[src/rtl/lsu_ctrl.sv]
// Load/store unit controller: one data-memory transaction per instruction over a
// request/grant/response bus, with byte lanes, load extension, and error reporting.
module lsu_ctrl #(
    parameter int unsigned TIMEOUT = 255
) (
    input  logic        clk,
    input  logic        rst,
    input  logic        req_valid,
    output logic        req_ready,
    input  logic        is_load,
    input  logic        is_store,
    input  logic [2:0]  funct3,
    input  logic [31:0] addr,
    input  logic [31:0] wdata,
    input  logic [4:0]  rd,
    output logic        mem_req,
    output logic        mem_we,
    output logic [31:0] mem_addr,
    output logic [3:0]  mem_be,
    output logic [31:0] mem_wdata,
    input  logic        mem_gnt,
    input  logic        mem_rvalid,
    input  logic [31:0] mem_rdata,
    output logic        wb_valid,
    output logic [4:0]  wb_rd,
    output logic [31:0] wb_data,
    output logic        done,
    output logic        err,
    output logic [1:0]  err_code
);

    typedef enum logic [1:0] {IDLE, REQ, WAIT, RESP} state_t;

    localparam logic [7:0] TO_LIMIT = 8'(TIMEOUT);

    state_t      state;
    logic        op_load;
    logic [2:0]  f3_q;
    logic [1:0]  off_q;
    logic [4:0]  rd_q;
    logic [7:0]  cnt;
    logic [7:0]  cnt_inc;

    logic        illegal;
    logic        misaligned;
    logic [3:0]  be_n;
    logic [31:0] wdata_n;
    logic [31:0] lane;
    logic [31:0] load_ext;

    assign req_ready = (state == IDLE);
    assign cnt_inc   = cnt + 8'd1;

    always_comb begin
        illegal    = 1'b0;
        misaligned = 1'b0;
        be_n       = 4'b1111;
        wdata_n    = wdata;

        if (is_load == is_store)
            illegal = 1'b1;
        else if (is_load)
            illegal = !(funct3 inside {3'b000, 3'b001, 3'b010, 3'b100, 3'b101});
        else
            illegal = !(funct3 inside {3'b000, 3'b001, 3'b010});

        // funct3[1:0] encodes access size for both signed and unsigned loads
        misaligned = ((funct3[1:0] == 2'b01) && addr[0]) ||
                     ((funct3[1:0] == 2'b10) && (addr[1:0] != 2'b00));

        case (funct3[1:0])
            2'b00: begin
                be_n    = 4'b0001 << addr[1:0];
                wdata_n = {4{wdata[7:0]}};
            end
            2'b01: begin
                be_n    = addr[1] ? 4'b1100 : 4'b0011;
                wdata_n = {2{wdata[15:0]}};
            end
            default: begin
                be_n    = 4'b1111;
                wdata_n = wdata;
            end
        endcase
    end

    always_comb begin
        lane = mem_rdata >> {off_q, 3'b000};
        case (f3_q)
            3'b000:  load_ext = {{24{lane[7]}}, lane[7:0]};
            3'b001:  load_ext = {{16{lane[15]}}, lane[15:0]};
            3'b100:  load_ext = {24'd0, lane[7:0]};
            3'b101:  load_ext = {16'd0, lane[15:0]};
            default: load_ext = lane;
        endcase
    end

    always_ff @(posedge clk) begin
        if (rst) begin
            state     <= IDLE;
            op_load   <= 1'b0;
            f3_q      <= '0;
            off_q     <= '0;
            rd_q      <= '0;
            cnt       <= '0;
            mem_req   <= 1'b0;
            mem_we    <= 1'b0;
            mem_addr  <= '0;
            mem_be    <= '0;
            mem_wdata <= '0;
            wb_valid  <= 1'b0;
            wb_rd     <= '0;
            wb_data   <= '0;
            done      <= 1'b0;
            err       <= 1'b0;
            err_code  <= '0;
        end else begin
            wb_valid <= 1'b0;
            done     <= 1'b0;
            err      <= 1'b0;
            case (state)
                IDLE: begin
                    if (req_valid) begin
                        op_load <= is_load;
                        f3_q    <= funct3;
                        off_q   <= addr[1:0];
                        rd_q    <= rd;
                        if (illegal) begin
                            err      <= 1'b1;
                            err_code <= 2'b10;
                        end else if (misaligned) begin
                            err      <= 1'b1;
                            err_code <= 2'b01;
                        end else begin
                            mem_req   <= 1'b1;
                            mem_we    <= is_store;
                            mem_addr  <= {addr[31:2], 2'b00};
                            mem_be    <= be_n;
                            mem_wdata <= wdata_n;
                            state     <= REQ;
                        end
                    end
                end
                REQ: begin
                    if (mem_gnt) begin
                        mem_req <= 1'b0;
                        mem_we  <= 1'b0;
                        cnt     <= '0;
                        state   <= WAIT;
                    end
                end
                WAIT: begin
                    if (mem_rvalid) begin
                        if (op_load) begin
                            wb_data  <= load_ext;
                            wb_rd    <= rd_q;
                            wb_valid <= 1'b1;
                            done     <= 1'b1;
                            state    <= RESP;
                        end else begin
                            done  <= 1'b1;
                            state <= IDLE;
                        end
                    end else if (cnt_inc == TO_LIMIT) begin
                        err      <= 1'b1;
                        err_code <= 2'b11;
                        state    <= IDLE;
                    end else begin
                        cnt <= cnt_inc;
                    end
                end
                RESP: begin
                    state <= IDLE;
                end
                default: state <= IDLE;
            endcase
        end
    end

endmodule

[config.mk]
export PLATFORM = sky130hd
export DESIGN_NAME = lsu_ctrl
export DESIGN_NICKNAME = d
export VERILOG_FILES = /design/src/rtl/lsu_ctrl.sv
export SDC_FILE = /design/constraint.sdc
export NUM_CORES = 1
export LEC_CHECK = 0
export CORE_MARGIN = 2
export CORE_UTILIZATION = 44
export DETAILED_ROUTE_END_ITERATION = 7
export HOLD_SLACK_MARGIN = 0.03
export PLACE_DENSITY = 0.8
export SETUP_SLACK_MARGIN = 0.05
export SLEW_MARGIN = 5
export SYNTH_ARGS = -nofsm -noshare
export SYNTH_HDL_FRONTEND = slang
export SYNTH_SLANG_ARGS = --single-unit
[constraint.sdc]
create_clock -name clk -period 2.05 [get_ports clk]
set_clock_uncertainty 0.05 [all_clocks]
set_input_delay 0.41 -clock clk [delete_from_list [all_inputs] [get_ports clk]]
set_output_delay 0.41 -clock clk [all_outputs]
set_load 0.05 [all_outputs]
==> key figures <==
Pwr
  – Pwr Total: 6.84 mW
  – Max IR drop VDD: 532 uV
  – Pwr/cell area: 772 nW/um^2
  – Lkg Pwr: 3.68 nW

STA
  – WHS: 0.334 ns
  – Final Cycle Share: 92.8%
  – Unrepaired setup endpoints after global routing: true
  – Measured slew at the worst slew-check pin: 0.618 ns
  – Final setup fails: 0
  – Pins Over Slew Limit: 0
  – Final hold viol count: 0
  – Post-layout minimum cycle time: 1.90 ns
  – Max_slew headroom: 58.8%
  – Max frequency: 526 MHz
  – Post-route setup TNS: 0 ns

Place
  – Buffers on Ports: 221
  – Detailed Place HPWL: 12.9 mm
  – GP Congestion: 0.871
  – Placed cell area: 8280 um^2

Run status
  – Status: finished clean

Floorplanning
  – Core footprint: 12,800 um^2
  – Starting density of the core: 45.5%
  – IO Count: 224
  – Rows: 41
  – Die width: 119 um
  – Die ar.: 14,100 um^2
  – Die Height: 119 um

Route
  – Antenna viol nets, final: 0
  – Metal1 wirelength: 7.82 mm
  – Post-Route WL: 18.3 mm
  – Average wire per standard cell: 16.3 um
  – Vias: 5,919
  – Drt initial violations: 421
  – Drt pass-1 iters: 5
  – Vias per cell: 5.27
  – Routed wire length on met2: 8.78 mm
  – DRC viols: 0
  – Max Used Layer: met4
  – DR WL met3: 1.09 mm

Clock network
  – Clk_lat worst skew: 0.41 ns
  – Clk sinks: 131
  – Hold buffer count at CTS: 0
  – H-tree depth: 4
  – Longest Clk Path Bufs: 2
  – Num CTS Buffers: 17
  – CTS tree: done
  – Clock Tree Root: clkbuf_16
  – Clock Pin Slew Worst Setup and Hold Paths: 0.05 ns

Global routing
  – Antenna violations before repair: 0
  – Global Route Usage Sum: 25.3%
  – Grt ovf: 0
  – Vias in the first global route: 5,371
  – Largest net degree at the start of global routing: 70
  – First-pass GRT wire length: 28.4 mm

Critical path
  – Crit path launch type: register
  – RR Startpoint: cnt[1]$_SDFFE_PP0P_
  – Crit path kind: reg2reg
  – CP arrival: 2.15 ns
  – Worst R2R Setup Slack: 0.15 ns
  – Worst R2R Path Depth: 6
  – Worst EP required: 2.30 ns
  – Crit. End Element: register
  – Crit-path max FO: 5
  – Critical R2R Capture: cnt[0]$_SDFFE_PP0P_

Synth
  – Count leader, synth: nand2_1
  – Post-synth EDFFs: 0
  – Ys Warns: 0
  – #FFs+latches synth: 131
  – Seq/Total Area, Yosys: 45.1%
  – Ys flop type: dfxtp_1
  – Cell type with the largest total area after synthesis: dfxtp_1
  – Mapped Avg Cell Area: 8.15 um^2
  – Commonest cells post-synth: 165 x nand2_1, 131 x dfxtp_1, 83 x a21oi_1
  – Count of different cell masters after synthesis: 46
  – Synth top area cells: dfxtp_1 45%, nand2_1 11%, a21oi_1 7.1%, a211oi_1 5.3%, mux2i_1 4.7%
  – Synth Cell Area: 5810 um^2
  – Share of the synthesized area in the top cell type: 45.1%
  – Async SR Flop Fraction: 0%
  – Gate count of the mapped netlist: 713

Final layout
  – Nets: 1,052
  – Finished Core Util: 69.4%
  – Fin area: 8860 um^2
  – Area Growth Syn to Fin: 52.5%
  – FILL cells: 1,088
  – Share of cells above drive strength 1: 12.5%
  – Antenna cells: 0

Min path
  – WHS Endpoint: cnt[1]$_SDFFE_PP0P_
  – Hold/Removal Path Class: in2reg
  – Hold path cells: 4
  – Min-delay src: rst

Job
  – Max capacitance violation total: 0
[state kept, by name (all words and copies together), names as in the netlist]
signal,count
state,2
mem_be,4
rd_q,5
op_load,1
done,1
mem_we,1
wb_rd,5
err,1
off_q,2
mem_req,1
f3_q,3
cnt,8
wb_data,32
mem_wdata,32
err_code,2
wb_valid,1
mem_addr,30
[final cells by class]
type / instances / area, um^2 / share of cell area (%)
clock inverters: 12 / 155 / 1.75
flip-flops and latches: 131 / 2630 / 29.6
multi-input cells: 515 / 2900 / 32.7
clock buffers: 20 / 447 / 5.04
inverters: 10 / 37.5 / 0.424
well taps: 172 / 215 / 2.43
repair buffers: 264 / 2480 / 28.0
[layout by cell type (no fill, tap or decap), drive strengths merged, types with 3 or more instances in the layout]
| master | Yosys | final |
|---|---|---|
| nand3 | 6 | 6 |
| buf | 26 | 54 |
| clkdlybuf4s50 | 0 | 109 |
| or3 | 4 | 4 |
| inv | 9 | 11 |
| dlymetal6s2s | 0 | 3 |
| a21oi | 84 | 84 |
| bufinv | 0 | 3 |
| nor2 | 65 | 65 |
| dfxtp | 131 | 131 |
| nand2 | 165 | 165 |
| nor3 | 13 | 13 |
| and3 | 3 | 3 |
| mux2i | 27 | 27 |
| o21ai | 22 | 22 |
| clkbuf | 32 | 21 |
| nor2b | 13 | 13 |
| clkinv | 1 | 6 |
| mux2 | 11 | 11 |
| o211ai | 13 | 13 |
| nand2b | 6 | 6 |
| dlygate4sd2 | 0 | 97 |
| a211oi | 43 | 43 |
| a311oi | 11 | 11 |
[cells by family (layout without fill, tap and decap cells)]
group | after synthesis | in the layout | synth area share [%]
AOI/OAI and AO/OA | 185 | 185 | 21.0
xor gates and xnor gates | 3 | 3 | 0.452
adders and majority gates | 2 | 2 | 0.431
buffers and inverters | 68 | 306 | 5.68
DFF | 131 | 131 | 45.1
muxes | 38 | 38 | 6.78
other | 1 | 2 | 0.0645
and+or+nand+nor | 285 | 285 | 20.5
[stage by stage]
stage / worst slack, ns / cells
floorplan: 0.104 / 714
CTS: 0.0504 / 1120
detailed placement: -0.327 / 1088
finish: 0.148 / 1124
global placement: -0.251 / 1088
global route: 0.0297 / 1124
[power breakdown]
| group | leakage [nW] | total (mW) | switching [mW] | internal (mW) |
|---|---|---|---|---|
| Combinational | 2.33 | 1.09 | 0.632 | 0.461 |
| Sequential | 1.06 | 2.67 | 0.0468 | 2.62 |
| Clock | 0.291 | 3.08 | 1.13 | 1.95 |
[layer usage]
metal	vias up	global-route usage [%]
li1	2908	-
met1	2746	32.2
met2	226	41.5
met3	39	4.65
met4	0	11.8
met5	-	0
[repair_timing]
item,in CTS,in global routing
resized for setup,98,9
cloned,0,1
setup endpoints to repair,103,44
buffers inserted,0,3
pin swaps,0,3
[worst max-delay path, stage by stage (launching register included)]
cell and delay (ns):
dfxtp_2 0.37, ha_2 0.22, nand3_1 0.10, or3b_1 0.39, nand4_1 0.15, a21o_2 0.19, mux2_2 0.33
[how the worst max path moves through the flow]
stage                                            end  slack [ns]                  start
after CTS                        cnt[0]$_SDFFE_PP0P_        0.05    cnt[1]$_SDFFE_PP0P_
after global routing             cnt[1]$_SDFFE_PP0P_        0.03    cnt[1]$_SDFFE_PP0P_
after floorplan           mem_wdata[10]$_SDFFE_PP0P_        0.10  state[0]$_SDFFE_PP0P_
final                            cnt[0]$_SDFFE_PP0P_        0.15    cnt[1]$_SDFFE_PP0P_
after global placement    mem_wdata[13]$_SDFFE_PP0P_       -0.25               is_store
after detailed placement    wb_data[23]$_SDFFE_PP0P_       -0.33          mem_rdata[31]
Note: power is estimated with default switching activity, not from simulation.
